==> config.mk <==
export PLATFORM = sky130hd
export DESIGN_NAME = battle_turn_ctrl
export DESIGN_NICKNAME = d
export VERILOG_FILES = /design/src/rtl/battle_turn_ctrl.sv
export SDC_FILE = /design/constraint.sdc
export NUM_CORES = 1
export LEC_CHECK = 0
export CORE_ASPECT_RATIO = 1.2
export CORE_MARGIN = 10
export CORE_UTILIZATION = 50
export DETAILED_ROUTE_END_ITERATION = 8
export DONT_BUFFER_PORTS = 1
export PLACE_DENSITY_LB_ADDON = 0.05
export SLEW_MARGIN = 20
export SYNTH_ARGS = -nofsm -noshare
export SYNTH_HDL_FRONTEND = slang
export SYNTH_SLANG_ARGS = --single-unit
==> constraint.sdc <==
create_clock -name clk_b -period 4.2 [get_ports clk_b]
set_input_delay 0.84 -clock clk_b [delete_from_list [all_inputs] [get_ports clk_b]]
set_output_delay 0.84 -clock clk_b [all_outputs]
set_load 0.05 [all_outputs]
==> src/rtl/battle_turn_ctrl.sv <==
// Turn-based battle sequencer: player command, enemy delay, damage strobes, win/lose.
// An LFSR that runs every cycle supplies both the player accuracy and the enemy damage roll.
module battle_turn_ctrl #(
    parameter int         ENEMY_DELAY = 8,
    parameter logic [7:0] LFSR_SEED   = 8'hA5
) (
    input  logic       clk_b,
    input  logic       rst_n,
    input  logic       col_e,
    input  logic       boss,
    input  logic       btn_valid,
    input  logic [2:0] btn_code,
    input  logic [6:0] HP_player,
    input  logic [7:0] HP_enemy,
    output logic [7:0] key_in,
    output logic [6:0] player_hit,
    output logic [7:0] enemy_hit,
    output logic       hit_valid,
    output logic       battle_active,
    output logic       win,
    output logic       lose,
    output logic [2:0] state
);

    typedef enum logic [2:0] {
        IDLE      = 3'd0,
        P_WAIT    = 3'd1,
        P_RESOLVE = 3'd2,
        E_WAIT    = 3'd3,
        E_RESOLVE = 3'd4,
        WIN       = 3'd5,
        LOSE      = 3'd6
    } state_t;

    state_t     st, st_nxt;
    logic [7:0] lfsr, lfsr_nxt;
    logic [7:0] cnt;
    logic       boss_r, defend_r;
    logic [3:0] acc;
    logic       atk_hit;
    logic [7:0] atk_dmg;
    logic [6:0] base_dmg, e_dmg;
    logic       cmd_ok;

    assign state = st;

    // Right-shifting Galois form of x^8+x^6+x^5+x^4+1.
    assign lfsr_nxt = {1'b0, lfsr[7:1]} ^ (lfsr[0] ? 8'hB8 : 8'h00);
    assign acc      = (lfsr[3:0] < 4'd10) ? lfsr[3:0] : lfsr[3:0] - 4'd10;
    assign atk_hit  = ({1'b0, acc} + 5'd1) >= {2'b00, btn_code};
    assign atk_dmg  = {2'b00, btn_code, 3'b000} + {4'b0000, btn_code, 1'b0};
    assign base_dmg = boss_r ? 7'd10 + {3'b000, lfsr[6:4], 1'b0}
                             : 7'd5 + {4'b0000, lfsr[6:4]};
    assign e_dmg    = defend_r ? (base_dmg >> 1) : base_dmg;
    assign cmd_ok   = btn_valid && (btn_code <= 3'd4);

    // NOTE: every output of an always_comb gets a default first so no latch is inferred.
    always_comb begin
        st_nxt = st;
        case (st)
            IDLE:      if (col_e) st_nxt = P_WAIT;
            P_WAIT:    if (cmd_ok) st_nxt = P_RESOLVE;
            P_RESOLVE: st_nxt = (enemy_hit >= HP_enemy) ? WIN : E_WAIT;
            E_WAIT:    if (cnt == 8'd0) st_nxt = E_RESOLVE;
            E_RESOLVE: st_nxt = (player_hit >= HP_player) ? LOSE : P_WAIT;
            WIN, LOSE: if (!col_e) st_nxt = IDLE;
            default:   st_nxt = IDLE;
        endcase
    end

    // NOTE: reset is synchronous, so it lives inside the clocked branch rather than the sensitivity list.
    always_ff @(posedge clk_b) begin
        if (!rst_n) begin
            st            <= IDLE;
            lfsr          <= LFSR_SEED;
            cnt           <= 8'd0;
            boss_r        <= 1'b0;
            defend_r      <= 1'b0;
            key_in        <= 8'd0;
            player_hit    <= 7'd0;
            enemy_hit     <= 8'd0;
            hit_valid     <= 1'b0;
            battle_active <= 1'b0;
            win           <= 1'b0;
            lose          <= 1'b0;
        end else begin
            lfsr          <= lfsr_nxt;
            st            <= st_nxt;
            battle_active <= (st_nxt != IDLE);
            win           <= (st_nxt == WIN);
            lose          <= (st_nxt == LOSE);
            hit_valid     <= 1'b0;
            player_hit    <= 7'd0;
            enemy_hit     <= 8'd0;

            // Damage is rolled on the edge entering a resolve state so it is visible for that whole cycle.
            case (st)
                IDLE: if (col_e) begin
                    boss_r   <= boss;
                    defend_r <= 1'b0;
                end
                P_WAIT: if (cmd_ok) begin
                    key_in    <= {5'b00000, btn_code};
                    hit_valid <= 1'b1;
                    if (btn_code == 3'd0) defend_r  <= 1'b1;
                    else if (atk_hit)     enemy_hit <= atk_dmg;
                end
                P_RESOLVE: if (st_nxt == E_WAIT) cnt <= 8'(ENEMY_DELAY - 1);
                E_WAIT: begin
                    if (cnt == 8'd0) begin
                        hit_valid  <= 1'b1;
                        player_hit <= e_dmg;
                        defend_r   <= 1'b0;
                    end else begin
                        cnt <= cnt - 8'd1;
                    end
                end
                default: ;
            endcase
        end
    end

endmodule

# [Yosys cells after proc, flatten, opt, wreduce, memory -nomap -nowiden]
# Index checks and enable logic that the tools add are counted.
[word_totals] reg_bits=43 elab_cells=83 inputBits=23
[classes] bitwise=7 n_reduce_logical=15 n_mux=22 order_cmp=5 eq_ne=15 addsub=6
[op_table] cell="$mux W8" count=3
[op_table] cell="$mux W3" count=6
[op_table] cell="$pmux W3 S6" count=1
[op_table] cell="$pmux W8 S2" count=1
[op_table] cell="$eq A3 B3 Y1 const B" count=5
[op_table] cell="$ne A2 B2 Y1 const B" count=6
[op_table] cell="$mux W5" count=2
[op_table] cell="$eq A3 B2 Y1 const B" count=3
[op_table] cell="$ge A8 B8 Y1" count=1
[op_table] cell="$logic_not A8 Y1" count=1
[op_table] cell="$sub A8 B1 Y8 const B" count=1
[op_table] cell="$xor A7 B8 Y8" count=1
[op_table] cell="$add A6 B4 Y7" count=1
[op_table] cell="$ge A7 B7 Y1" count=1
[op_table] cell="$logic_not A3 Y1" count=2
[op_table] cell="$mux W1" count=6
[op_table] cell="$not A1 Y1" count=6
[op_table] cell="$reduce_and A3 Y1" count=2
[op_table] cell="$reduce_bool A3 Y1" count=2
[op_table] cell="$add A4 B1 Y5 const B" count=1
[op_table] cell="$add A4 B4 Y5 const A" count=1
[op_table] cell="$ge A5 B3 Y1" count=1
[op_table] cell="$reduce_and A5 Y1" count=1
[op_table] cell="$reduce_or A5 Y1" count=1
[op_table] cell="other kinds (13)" count=14

# [Depth between registers and ports, before layout]
# Gate-level depths: netlist of the first run.
[depth] ltp_word=7 mapped_depth=8 ltp_nobuf=8

# [Worst setup path after synthesis of the first run]
# OpenSTA, ideal clock, no wires.
[synth_timing] path_kind="input-to-reg" startpoint="input HP_player[0]" endpoint="register battle_active" cell_stages=7 slack_ns=1.799 arrival_ns=2.286 required_ns=4.085 setup_ns=0.115 cell_sequence="ha_1 > nand2b_1 > nand3_1 > a21oi_1 > o311ai_0 > a21boi_0 > a31o_1"
[synth_via] elab_chain_len=4
[synth_lines] item="start, declared" line_no="13" source="input logic [6:0] HP_player,"
[synth_lines] item="$ge A7 B7 Y1" line_no="65" source="E_RESOLVE: st_nxt = (player_hit >= HP_player) ? LOSE : P_WAIT;"
[synth_lines] item="$mux W3" line_no="65"
[synth_lines] item="$pmux W3 S6" line_no="60" source="case (st)"
[synth_lines] item="$reduce_bool A3 Y1" line_no="89" source="battle_active <= (st_nxt != IDLE);"
[synth_lines] item="end signal, assigned" line_no="89"
[synth_lines] item="end, declared" line_no="19" source="output logic battle_active,"
# No other way between the ends.
# A chain may end at the register's enable or synchronous reset.

# [Worst setup path after layout of the first run]
[layout_timing] startpoint="register st[1] (netlist: state[1])" endpoint="register cnt[5]"
[layout_via] elab_chain_len=6 elab_cells_between_ends=19 cone_classes="eq/ne (9); mux (6); reduce/logical (4)"
[layout_lines] item="start, declared" line_no="35" source="state_t st, st_nxt;"
[layout_lines] item="start signal, assigned" line_no="88" source="st <= st_nxt;"
[layout_lines] item="$eq A3 B3 Y1" line_no="60"
[layout_lines] item="$reduce_or A2 Y1" line_no="60"
[layout_lines] item="$pmux W3 S6" line_no="60"
[layout_lines] item="$eq A3 B2 Y1" line_no="108" source="P_RESOLVE: if (st_nxt == E_WAIT) cnt <= 8'(ENEMY_DELAY - 1);"
[layout_lines] item="$ne A2 B2 Y1 (no line)"
[layout_lines] item="$reduce_and A3 Y1 (no line)"
[layout_lines] item="end signal, assigned" line_no="108"
[layout_lines] item="end signal, assigned" line_no="115" source="cnt <= cnt - 8'd1;"
[layout_lines] item="end, declared" line_no="37" source="logic [7:0] cnt;"
# Parallel ways exist; a longest one is shown, timed or not.

==> results of run 1 <==
## power by group through the flow
| stage | registers, uW | logic, uW | clock network (uW) |
|---|---|---|---|
| final | 431 | 134 | 236 |
| after global routing | 436 | 158 | 262 |
| after CTS | 432 | 136 | 246 |
| after detailed placement | 440 | 135 | 0 |
| after global placement | 440 | 135 | 0 |
| after floorplan | 429 | 133 | 0 |
## cells in the final DEF (no fill, tap or decap), drive strengths merged, types with 3 or more instances in the layout
cell type | synthesis | routed
a211oi | 5 | 5
o211a | 3 | 3
and2 | 10 | 10
nand3 | 8 | 8
a21oi | 15 | 15
o21ai | 12 | 12
nor2 | 17 | 17
dfxtp | 39 | 39
ha | 20 | 20
nand2b | 7 | 7
mux2i | 5 | 5
xor2 | 5 | 5
inv | 20 | 20
or3 | 3 | 3
nor3 | 11 | 11
o21a | 4 | 4
conb | 1 | 10
a21boi | 5 | 5
clkbuf | 7 | 7
nor2b | 10 | 10
nand2 | 18 | 18
## path summary, 6_finish.rpt
| kind | start | to | slack (ns) | cells past startpoint |
|---|---|---|---|---|
| setup reg to reg | state[1] | cnt[5] | 1.62 | 6 |
| hold / removal | lfsr[7] | lfsr[6] | 0.43 | 1 |
| setup / recovery | state[1] | cnt[5] | 1.62 | 6 |
| hold reg to reg | lfsr[7] | lfsr[6] | 0.43 | 1 |
## per-stage QoR
step,hold slack (ns),setup slack [ns],cells
finish,0.4343,1.617,313
global placement,0.4129,1.580,305
global route,0.4723,1.427,313
floorplan,0.4119,1.799,267
CTS,0.4369,1.618,313
detailed placement,0.4198,1.562,305
## cells by family after synthesis
family / share of synthesized area, %
DFF: 35.37
and+or+nand+nor: 23.19
xor gates and xnor gates: 2.381
other: 0.1699
muxes: 2.778
AOI/OAI and AO/OA: 16.67
buffers and inverters: 8.107
adders and majority gates: 11.34
## routing by layer
| metal | GRT usage, % | up-vias | part of all wire (%) | wire length (um) |
|---|---|---|---|---|
| li1 | - | 859 | - | - |
| met1 | 14.24 | 762 | 44 | 1860 |
| met2 | 20.21 | 36 | 48 | 2069 |
| met3 | 4.932 | 2 | 7.8 | 335 |
| met4 | 3.035 | 0 | 0.19 | 8 |
| met5 | 0 | - | 0 | 0 |
## area by class of cell
| cell class | count | area [sq um] |
|---|---|---|
| inverter | 20 | 75.07 |
| tap | 56 | 70.07 |
| multi-input combinational | 190 | 1281 |
| clock inverter | 1 | 5.005 |
| fill | 432 | 1973 |
| clock buffer | 7 | 76.32 |
| sequential | 39 | 780.7 |
## state kept, by name, indices dropped and copies added (netlist names)
signal / flops
key_in: 3
lfsr: 8
hit_valid: 1
defend_r: 1
lose: 1
enemy_hit: 6
cnt: 8
boss_r: 1
state: 3
win: 1
player_hit: 5
battle_active: 1
==> key figures, run 1 <==
Pwr
  • Net Sw Frac: 29.99%
  • Net Switching: 240.3 uW
  • Comb power frac: between 15 and 20%
  • Internal power: about 560 uW
  • Power Density: about 350 mW/mm^2
  • Total power: roughly 800 uW
  • Pleak: 0.0009991 uW
  • Clk network pwr share: between 20% and 30%
  • Power share of the sequential group: 53.8%
  • Maximum vdd drop: roughly 0.18 mV

STA
  • Final setup viols: 0
  • Tightest Pin Transition: ~0.86 ns
  • Max Clock Freq: between 300 and 400 MHz
  • Final worst-path cycle share: between 60% and 70%
  • Max-slew violations: 0
  • Fin crit period: 2.583 ns
  • Setup TNS: 0 ns
  • Max-slew headroom: a little over two fifths
  • RSZ-0062 raised after global routing: no
  • Final Hold Fails: 0
  • Worst clock skew: between 0.006 and 0.007 ns

Floorplan
  • Full die area: 0.007483 sq mm
  • Core box area: approximately 0.0043 sq mm
  • Horiz. Die Dim: a little over 80 um
  • Die Y: approximately 90 um
  • Starting Density: between 50% and 60%
  • I/O Pins: 53
  • Std-Cell Rows: 26

Clock network
  • TritonCTS buffer count: 5
  • CTS-repair resized insts: 0
  • Clk sinks: 39
  • Post-CTS setup buffer count: 0
  • Worst skew pair latency: roughly 0.28 ns
  • CTS HTree Levels: 2
  • Clock Tree Buf Depth: 2
  • Hold-fix buffers at CTS: 0
  • Clk root buf: clkbuf_8
  • Clock transition at path regs: ~0.070 ns
  • CTS tree: yes

GRT
  • First-pass GRT wire length: around 7500 um
  • GRT Util Overall: 12.22%
  • Largest net degree at the start of global routing: 28
  • Initial antenna violation count: 0
  • Grt ovf: 0
  • Vias in the first global route: 1654

Placement
  • I/O Buffers: 0
  • Post-DP HPWL: 3449 um
  • Placed instance area: approximately 0.0022 sq mm
  • GPL Wtd Cong: about 0.77

Setup path
  • Arrival time worst endpoint: ~2.8 ns
  • Worst path buffer plus inverter count: 0
  • Critical path type: reg2reg
  • Slowest stage delay, CP: around 0.89 ns
  • CP delay by family, top: simple AND/OR/NAND/NOR gates
  • Crit-path max FO: 13
  • Worst path slowest cell: dfxtp_1
  • Worst setup SP type: register
  • Crit end category: register
  • Crit path cell chain: nor2b_1 > and2_1 > or2b_2 > o21ai_4 > a21boi_0 > o21a_1
  • Critical Path RT: about 4.4 ns

Routing
  • DR DRC count: 0
  • Routed wire length: between 4000 and 5000 um
  • Vias: roughly 1700
  • Vias per inst: approximately 5.3
  • Drt pass-1 iters: 4
  • Iteration-0 DRC Markers: a little over 100
  • Avg WL per Cell: ~14 um
  • Post-DRT Antenna Nets: 0

Run
  • Max_cap viols: 0

Final layout
  • Share of cells above drive strength 1: 5.837%
  • Synthesis-to-layout area growth: 3.685%
  • Final nets: 299
  • Fin util: ~54%
  • Diode count: 0
  • Final Cell Area: 0.002288 sq mm

Synth
  • Synth area leader: dfxtp_1
  • Ys async rst share: 0%
  • Warnings from Yosys: 0
  • Area contributors post-synth: dfxtp_1 (35%), ha_1 (11%), a21oi_1 (3.4%), inv_1 (3.4%), buf_4 (3.1%)
  • Area of the mapped netlist: roughly 0.0022 sq mm
  • Part of the Yosys area used for sequential elements: 35.37%
  • Most frequent cell after synthesis: dfxtp_1
  • Main synth FF type: dfxtp_1
  • #FFs+latches synth: 39
  • Post-synth EDFFs: 0
  • Most frequent cells after synthesis: dfxtp_1 (39), ha_1 (20), inv_1 (20)
  • Yosys cell types: 44
  • Syn avg cell area: approximately 8.6 sq um
  • Synth Instances: between 200 and 300
  • Post-synth top area share: a little over a third

Run status
  • Status: finished, final reports clean

Hold path
  • HP Class: reg2reg
(Power assumes the default switching activity.)
==> inputs of run 2 (changes only) <==
- ABC_AREA: not set -> 1
- clock period: 4.2 -> 2.56 ns (I/O delays scaled with it)
==> run 2 against run 1 <==
  * Clock power rose by 74%
  * Hold slack worse by 0.14 ns
  * Register-to-register slack worse by 0.92 ns
  * Clock-buffer cell count shrank 1
  * Power grew 78%
  * Clock skew grew 0.0033 ns
  * Die area up 1.8%
  * Final cell count up 25%
  * First-iteration DRC count decreased by 0.97%
  * Critical path depth rose by 5
  * Largest power group unchanged
==> key figures, run 2 <==
Run status
  • Status: finished, final reports clean

Synth
  • Syn avg cell area: roughly 7.1 sq um
  • Synth Instances: about 320
  • Area of the mapped netlist: between 0.002 and 0.0025 sq mm
  • Adder-Cell Fraction of Synth Area: around 11%
  • Part of the Yosys area used for sequential elements: between 30% and 40%
  • Most frequent cell after synthesis: nand2_1
  • Warnings from Yosys: 0
  • Post-synth top area share: about a third
  • Simple-gate share of the synthesized area: approximately a quarter
  • Main synth FF type: dfxtp_1
  • Synth Area in Compound Gates: between 10% and 20%
  • #FFs+latches synth: 39
  • Synth area leader: dfxtp_1
  • Area contributors post-synth: dfxtp_1 (35%), ha_1 (11%), nand2_1 (10%), inv_1 (8.1%), nor2_1 (5.0%)
  • Post-synth EDFFs: 0
  • Mux cell area share after synthesis: 0%
  • Most frequent cells after synthesis: nand2_1 (61), inv_1 (49), dfxtp_1 (39)
  • Ys async rst share: 0%
  • Yosys cell types: 28
  • XOR/XNOR share of the synthesized area: between 3 and 4%
  • Largest family of logic cells by synthesized area: simple AND/OR/NAND/NOR gates

Placement
  • GPL Wtd Cong: 0.8076
  • I/O Buffers: 0
  • Inst Count DP: around 390
  • DP Worst Slack: approximately 0.7 ns
  • Post-DP HPWL: between 3000 and 4000 um

GRT
  • Vias in the first global route: between 1500 and 2000
  • GRT Util Overall: about an eighth
  • Largest net degree at the start of global routing: 18
  • Initial antenna violation count: 0
  • Grt ovf: 0
  • First-pass GRT wire length: a little under 8000 um

STA
  • RSZ-0062 raised after global routing: no
  • Worst clock skew: approximately 0.010 ns
  • Max-slew violations: 0
  • Max-slew headroom: 65.90%
  • Setup TNS: 0 ns
  • Final worst-path cycle share: between 70% and 80%
  • Setup slack after layout: between 0.6 and 0.7 ns
  • Fin crit period: 1.864 ns
  • Tightest Pin Transition: between 0.5 and 0.6 ns
  • Max Clock Freq: around 540 MHz
  • Worst-case hold slack: 0.2948 ns
  • Final Hold Fails: 0
  • Final setup viols: 0

Final layout
  • Fin cells: 392
  • Share of cells above drive strength 1: between 10 and 15%
  • Synthesis-to-layout area growth: 9.640%
  • Largest regs: cnt x8, lfsr x8, enemy_hit x6
  • Leading cell type in the layout, fill and taps excluded: nand2_1
  • Commonest non-fill, non-tap cells in the layout: nand2_1 (61), inv_1 (49), dfxtp_1 (39)
  • Final nets: approximately 380
  • Layout fillers: between 400 and 500
  • Diode count: 0

Setup path
  • Slowest stage delay, CP: 0.35 ns
  • Crit-path max FO: 5
  • Crit path cell chain: inv_1 > ha_1 > nand2_1 > nand2_1 > xor2_1 > inv_1 > ha_1 > a21oi_1 > nand3_1 > nand2_1 > nor2_1
  • Critical path type: reg2reg
  • Worst setup SP type: register
  • Arrival time worst endpoint: 2.03 ns
  • Critical path's most frequent cell: nand2_1
  • FF-to-FF setup slack: slightly below 0.7 ns
  • Worst path buffer plus inverter count: 2
  • Worst path slowest cell: dfxtp_1
  • Critical Path RT: 2.73 ns
  • Crit end category: register
  • CP delay by family, top: adder cells

Floorplan
  • Core box area: around 0.0043 sq mm
  • Std-Cell Rows: 26
  • I/O Pins: 53
  • Full die area: 0.007616 sq mm
  • Horiz. Die Dim: slightly above 80 um
  • Starting Density: a little over half
  • Die Y: between 90 and 100 um

Clock network
  • Hold-fix buffers at CTS: 0
  • CTS HTree Levels: 2
  • CTS tree: yes
  • Worst skew pair latency: 0.29 ns
  • TritonCTS buffer count: 5
  • Clock transition at path regs: about 0.08 ns
  • Clk sinks: 39
  • Clk root buf: clkbuf_8
  • Post-CTS setup buffer count: 0
  • CTS-repair resized insts: 0
  • Clock Tree Buf Depth: 2

Routing
  • Post-DRT Antenna Nets: 0
  • Drt pass-1 iters: 4
  • Routed wire length: roughly 4600 um
  • Avg WL per Cell: ~12 um
  • Vias per inst: ~4.7
  • DR DRC count: 0
  • Vias: around 1900
  • Iteration-0 DRC Markers: 102

Pwr
  • Total power: 1426 uW
  • Net Sw Frac: approximately a third
  • Internal power: roughly 960 uW
  • Pleak: around 0.0013 uW
  • Clk network pwr share: 28.8%
  • Net Switching: ~460 uW
  • Maximum vdd drop: 0.2594 mV
  • Power Density: 576.0 mW/mm^2
  • Power share of the sequential group: roughly 48%
  • Comb power frac: 22.9%

Hold path
  • HP Class: in2reg

Run
  • Max_cap viols: 0
-- run 2: area by class of cell --
class	instances	area, sq um	area share [%]
clock buffer	6	82.58	3.335
clock inverter	1	5.005	0.2021
inverter	61	231.5	9.348
multi-input combinational	215	1201	48.51
sequential	39	780.7	31.53
tap	56	70.07	2.830
timing repair buffer	14	105.1	4.245
-- run 2: final timing paths --
kind,from,to,cells after the start
worst max-delay path,lfsr[2],enemy_hit[1],11
worst min-delay path,rst_n,lfsr[0],1
worst max register to register,lfsr[2],enemy_hit[1],11
worst min register to register,lfsr[7],lfsr[6],2
-- run 2: power by group through the flow --
stage / Combinational (uW) / Clock [uW] / Sequential, uW
global route: 378 / 453 / 695
detailed placement: 326 / 0 / 704
floorplan: 265 / 0 / 723
global placement: 323 / 0 / 704
CTS: 328 / 427 / 690
finish: 326 / 410 / 689
-- run 2: metal layers --
metal	GRT usage [%]	up-vias	wire (um)
met5	0	-	0
met4	3.035	0	32
met3	4.215	4	336
met2	22.16	45	2273
met1	13.64	800	1960
li1	-	1012	-
-- run 2: cells by family (layout without fill, tap and decap cells) --
logic type	count (synthesis)	count (layout)
xor+xnor	8	8
simple gates	129	129
other cells	1	10
flops	39	39
buf+inv	73	82
fa+ha+maj	20	20
compound gates	48	48
-- run 2: stage by stage --
stage	area [sq um]	utilization, %
6_report	2476	57.23
5_1_grt	2476	57.23
4_1_cts	2476	57.23
3_5_place_dp	2389	55.21
3_3_place_gp	2389	55.21
2_1_floorplan	2292	-
